`src/rtl/systolic_out_deskew.sv`:
```
`default_nettype none
// ============================================================================
//  Module   : systolic_out_deskew
//  Purpose  : Realigns skewed per-column partial sums from the bottom row of
//             the PE array into whole row vectors. Each column has its own FIFO
//             to absorb the skew and any backpressure. Rows are presented on
//             one valid/ready handshake, and overflow is reported as a sticky flag.
//  Revision : 1.0 - initial release
// ============================================================================
module systolic_out_deskew #(
  parameter int PE_ARRAY_W     = 4,
  parameter int OUT_DATA_WIDTH = 24,
  parameter int FIFO_DEPTH     = 8,
  parameter int CNT_WIDTH      = 16
) (
  input  logic                      clk,
  input  logic                      rst,
  input  logic                      i_clr,
  input  logic [PE_ARRAY_W-1:0]     i_col_vld,
  input  logic [OUT_DATA_WIDTH-1:0] i_col_data [PE_ARRAY_W],
  output logic                      o_row_vld,
  input  logic                      i_row_rdy,
  output logic [OUT_DATA_WIDTH-1:0] o_row_data [PE_ARRAY_W],
  output logic                      o_ovf,
  output logic [CNT_WIDTH-1:0]      o_row_cnt,
  output logic                      o_busy
);

  localparam int              c_PW    = $clog2(FIFO_DEPTH);
  localparam logic [c_PW:0]   c_DEPTH = (c_PW+1)'(FIFO_DEPTH);
  localparam logic [c_PW:0]   c_LAST  = (c_PW+1)'(FIFO_DEPTH - 1);

  logic [PE_ARRAY_W-1:0] w_empty;
  logic [PE_ARRAY_W-1:0] w_full;
  logic [PE_ARRAY_W-1:0] w_ovf_ev;
  logic                  w_pop;
  logic [CNT_WIDTH-1:0]  r_row_cnt;
  logic                  r_ovf;

  // Pointers count 0..FIFO_DEPTH-1 and wrap explicitly.
  function automatic logic [c_PW:0] f_inc(input logic [c_PW:0] p);
    return (p == c_LAST) ? '0 : p + 1'b1;
  endfunction

  // A row exists only when every lane has a head word; all lanes pop together.
  assign o_row_vld = ~|w_empty;
  assign w_pop     = o_row_vld & i_row_rdy;
  assign o_busy    = ~&w_empty;
  assign o_ovf     = r_ovf;
  assign o_row_cnt = r_row_cnt;

  for (genvar j = 0; j < PE_ARRAY_W; j++) begin : g_col
    logic [c_PW:0]             r_wptr;
    logic [c_PW:0]             r_rptr;
    logic [c_PW:0]             r_occ;
    logic [OUT_DATA_WIDTH-1:0] r_mem [FIFO_DEPTH];
    logic                      w_wr;

    assign w_full[j]     = (r_occ == c_DEPTH);
    assign w_empty[j]    = (r_occ == '0);
    // A full FIFO still accepts a word when the row pop frees a slot in the same cycle.
    assign w_wr          = i_col_vld[j] & (~w_full[j] | w_pop);
    assign w_ovf_ev[j]   = i_col_vld[j] & w_full[j] & ~w_pop;
    assign o_row_data[j] = r_mem[r_rptr[c_PW-1:0]];

    // Pointer and occupancy tracking; a flush discards that cycle's traffic.
    always_ff @(posedge clk or negedge rst) begin
      if (!rst) begin
        r_wptr <= '0;
        r_rptr <= '0;
        r_occ  <= '0;
      end else if (i_clr) begin
        r_wptr <= '0;
        r_rptr <= '0;
        r_occ  <= '0;
      end else begin
        if (w_wr)  r_wptr <= f_inc(r_wptr);
        if (w_pop) r_rptr <= f_inc(r_rptr);
        case ({w_wr, w_pop})
          2'b10:   r_occ <= r_occ + 1'b1;
          2'b01:   r_occ <= r_occ - 1'b1;
          default: r_occ <= r_occ;
        endcase
      end
    end

    // Word storage needs no reset; the head is only meaningful when occupancy is non-zero.
    always_ff @(posedge clk) begin
      if (w_wr && !i_clr) r_mem[r_wptr[c_PW-1:0]] <= i_col_data[j];
    end
  end

  // Emitted-row counter and sticky overflow flag.
  always_ff @(posedge clk or negedge rst) begin
    if (!rst) begin
      r_row_cnt <= '0;
      r_ovf     <= 1'b0;
    end else if (i_clr) begin
      r_row_cnt <= '0;
      r_ovf     <= 1'b0;
    end else begin
      if (w_pop)     r_row_cnt <= r_row_cnt + 1'b1;
      if (|w_ovf_ev) r_ovf     <= 1'b1;
    end
  end

endmodule
`default_nettype wire

```
`config.mk`:
```
export PLATFORM = sky130hd
export DESIGN_NAME = systolic_out_deskew
export DESIGN_NICKNAME = d
export VERILOG_FILES = /design/src/rtl/systolic_out_deskew.sv
export SDC_FILE = /design/constraint.sdc
export NUM_CORES = 1
export LEC_CHECK = 0
export ABC_AREA = 0
export BUFFER_PORTS_ARGS = -buffer_cell sky130_fd_sc_hd__buf_4
export CAP_MARGIN = 30
export CORE_MARGIN = 1
export CORE_UTILIZATION = 54
export DETAILED_ROUTE_END_ITERATION = 7
export GPL_TIMING_DRIVEN = 0
export PLACE_DENSITY = 0.8
export SLEW_MARGIN = 20
export SYNTH_ARGS = -nofsm -noshare
export SYNTH_HDL_FRONTEND = slang
export SYNTH_SLANG_ARGS = --single-unit
```
`constraint.sdc`:
```
create_clock -name clk -period 7.8 [get_ports clk]
set_input_delay 1.17 -clock clk [delete_from_list [all_inputs] [get_ports clk]]
set_output_delay 1.17 -clock clk [all_outputs]
set_load 0.05 [all_outputs]
```
==> flow_summary.json <==
{
  "outcome": "complete, but fails checks",
  "violations_in_the_final_reports": "DRC",
  "setup_repair_after_global_routing_missed_its_margin": "no",
  "vias_in_the_first_global_route": 17386,
  "worstPathArrival_ps": 3030,
  "dpl.hpwl_um": 44590,
  "core-area_um2": 59350,
  "start_util_pct": 54.96,
  "final-hold-violation-count": 0,
  "power.static_leakage_uw": 0.01299,
  "cts_buffers": 82,
  "post_synth_inst_count": 1569,
  "grt_first_pass_wirelength_um": 103600,
  "criticalPathCategory": "flop to primary output",
  "top_layer_used": "met5",
  "wl_met3_um": 4150,
  "post-route-min-period_ps": 4195,
  "rows": 89,
  "yosys-top-cells-area": "sky130_fd_sc_hd__edfxtp_1 71%, sky130_fd_sc_hd__mux4_2 13%, sky130_fd_sc_hd__dfrtp_1 4.8%",
  "grt_start_max_net_pins": 63,
  "holdBufCountCts": 0,
  "die-height_um": 247.8,
  "antenna_found_initial": 5,
  "die_area_um2": 61390,
  "slew_violations": 0,
  "synth.avg_cell_area_um2": 20.79,
  "cts.root.buffer_cell": "sky130_fd_sc_hd__clkbuf_16",
  "mostFrequentLayoutCells": "768 x sky130_fd_sc_hd__edfxtp_1, 249 x sky130_fd_sc_hd__buf_4, 192 x sky130_fd_sc_hd__mux4_2",
  "clock_tree_from_tritoncts": "built",
  "yosys_register_bits": 830,
  "clk_pin_slew_ps": 60,
  "route.detailed.vias_per_inst": 5.907,
  "total_negative_slack_ps": 0,
  "drive_above_1_share_pct": 38.01,
  "cts_h_tree_lvls": 3,
  "fmax_mhz": 238.4,
  "vdd.ir_drop.worst_v": 0.0002020,
  "synth.yosys.warnings": 0,
  "cp_data_required_time_ps": 6630,
  "die_w_um": 247.8,
  "detail_route.iter0.violations": 1272,
  "tightest_slew_ps": 871.6,
  "most_common_library_cell_in_the_layout_ignoring_fill_and_taps": "sky130_fd_sc_hd__edfxtp_1",
  "netlist.area_leader.share_pct": 70.70,
  "multi_input_comb_area_um2": 7816,
  "overflow_after_grt": 0,
  "area_delta_synth_final_pct": 19.93,
  "gp_congestion": 0.8232,
  "post_drt_wl_per_cell_um": 24.77,
  "synth_flop_cell": "sky130_fd_sc_hd__edfxtp_1",
  "synth_nets": 1690,
  "boundaryPins": 219,
  "drt_pre_antenna_iters": 8,
  "synth.lib_cells_used.distinct": 57,
  "power.density_nw_per_um2": 239.6,
  "clock_path_buffers": 3,
  "max_cap_viol_count": 0,
  "synth_area_um2": 32620,
  "layout.filler_cells": 3781,
  "metal2_wl_um": 35510,
  "synth_edf_count": 768,
  "slack_of_the_worst_reg_to_reg_path_ps": 4490,
  "timing.critical_path.to_type": "primary output",
  "met1Wirelength_um": 27780,
  "asr_flop_ratio_synth_pct": 7.470,
  "drt_wl_total_um": 69000,
  "synth-seq-area-share_pct": 75.46,
  "clock_skew_ps": 20.98,
  "hold_ws_ps": 560.1,
  "post_cts_resized": 0,
  "seqCellArea_um2": 24610,
  "portBuffers": 215,
  "track_usage_pct": 23.02,
  "min_period_over_period_pct": 53.78,
  "yosys.area.top_type": "sky130_fd_sc_hd__edfxtp_1",
  "clkLatencyLatePin_ps": 630,
  "cp_max_fo": 10,
  "cts.sinks": 830,
  "nNetsFinal": 2067,
  "finalSetupViolCount": 0,
  "hold_path_class": "flop to flop",
  "number_of_post_cts_setup_repair_buffers": 0,
  "ant_nets": 0,
  "detailroute.via_count": 16450,
  "detail_route.drc_violations": 22,
  "maxSlewHeadroom_pct": 41.89,
  "worst_setup_path_start_kind": "flop"
}
## power breakdown
part	switching (uW)	total, uW	internal (uW)
combinational	290	458	167
clock	1640	3970	2330
sequential	23.4	4950	4920
## cell families after synthesis
logic type	Yosys count	share of synthesized area, %
buf+inv	98	1.231
xor+xnor	35	0.9398
fa+ha+maj	17	0.6521
mux	297	16.85
flops	830	75.46
compound gates	69	1.415
simple gates	223	3.452
## worst max-delay path, stage by stage (launching register included)
cell and delay (ps):
sky130_fd_sc_hd__dfrtp_1 350, sky130_fd_sc_hd__clkbuf_1 300, sky130_fd_sc_hd__buf_1 640, sky130_fd_sc_hd__mux4_2 580, sky130_fd_sc_hd__mux2_2 320, sky130_fd_sc_hd__buf_4 200
## area by class of cell
| class | count | area share [%] |
|---|---|---|
| Timing Repair Buffer | 293 | 6.624 |
| Multi-Input combinational cell | 641 | 19.98 |
| Inverter | 10 | 0.09595 |
| Tap cell | 773 | 2.472 |
| Clock buffer | 99 | 5.571 |
| Sequential cell | 830 | 62.92 |
| Buffer | 88 | 0.9307 |
| Clock inverter | 49 | 1.398 |
| Antenna cell | 2 | 0.01279 |
## stage by stage
step / worst slack (ps) / util, % / power, uW / std cells / cell area, um2
3_3_place_gp: 241.2 / 59.31 / 5459 / 2557 / 35200
3_5_place_dp: 3837 / 61.16 / 5498 / 2627 / 36300
2_1_floorplan: 2905 / - / 5287 / 1569 / 32620
4_1_cts: 3364 / 65.75 / 9446 / 2775 / 39030
5_1_grt: 3311 / 65.90 / 9636 / 2783 / 39120
6_report: 3605 / 65.91 / 9375 / 2785 / 39120
## cells in the mapped netlist (2+ instances only)
library cell / n
sky130_fd_sc_hd__nand3b_1: 2
sky130_fd_sc_hd__a21o_1: 2
sky130_fd_sc_hd__nand2_1: 48
sky130_fd_sc_hd__nand2b_1: 7
sky130_fd_sc_hd__a22oi_1: 2
sky130_fd_sc_hd__or4_1: 5
sky130_fd_sc_hd__a31oi_1: 5
sky130_fd_sc_hd__ha_1: 17
sky130_fd_sc_hd__dfrtp_1: 62
sky130_fd_sc_hd__o21ai_0: 9
sky130_fd_sc_hd__a21oi_1: 25
sky130_fd_sc_hd__edfxtp_1: 768
sky130_fd_sc_hd__mux2_2: 96
sky130_fd_sc_hd__nor3_1: 20
sky130_fd_sc_hd__a31o_2: 2
sky130_fd_sc_hd__clkbuf_1: 59
sky130_fd_sc_hd__nor4_1: 9
sky130_fd_sc_hd__nor4_2: 4
sky130_fd_sc_hd__and3_1: 2
sky130_fd_sc_hd__a311o_1: 2
sky130_fd_sc_hd__or4b_2: 2
sky130_fd_sc_hd__or3b_2: 2
sky130_fd_sc_hd__mux2i_1: 8
sky130_fd_sc_hd__nand4_1: 13
sky130_fd_sc_hd__nor2b_1: 6
sky130_fd_sc_hd__xor2_1: 17
sky130_fd_sc_hd__o211ai_1: 3
sky130_fd_sc_hd__nor2_1: 67
sky130_fd_sc_hd__buf_2: 18
sky130_fd_sc_hd__o21ai_1: 3
sky130_fd_sc_hd__or3_1: 10
sky130_fd_sc_hd__buf_1: 9
sky130_fd_sc_hd__mux4_2: 192
sky130_fd_sc_hd__inv_1: 10
sky130_fd_sc_hd__o2111ai_1: 2
sky130_fd_sc_hd__xnor2_1: 18
sky130_fd_sc_hd__nand3_1: 20
sky130_fd_sc_hd__o21a_1: 4
## layer usage
layer,GRT usage [%],vias to the layer above
met1,30.17,8653
met2,38.70,471
li1,-,7198
met5,0,-
met3,5.147,118
met4,6.929,10
## flip-flops by register name (all words and copies together) (netlist names)
register	cells
g_col.r_mem	768
g_col.r_occ	16
g_col.r_rptr	14
g_col.r_wptr	15
o_ovf	1
o_row_cnt	16
## path summary, 6_finish.rpt
path	startpoint	to	cells past startpoint
worst max-delay path	g_col[2].r_rptr[0]$_DFFE_PN0P_	o_row_data[42]	5
min in group asynchronous	rst	o_row_cnt[13]$_DFFE_PN0P_	1
worst min register to register	g_col[3].r_rptr[3]$_DFFE_PN0P_	g_col[3].r_rptr[3]$_DFFE_PN0P_	2
worst min-delay path	g_col[3].r_rptr[3]$_DFFE_PN0P_	g_col[3].r_rptr[3]$_DFFE_PN0P_	2
max in group asynchronous	rst	g_col[0].r_wptr[3]$_DFFE_PN0P_	1
worst max register to register	g_col[3].r_occ[0]$_DFFE_PN0P_	g_col[0].r_mem[0][8]$_DFFE_PP_	8
(Power assumes the default switching activity.)
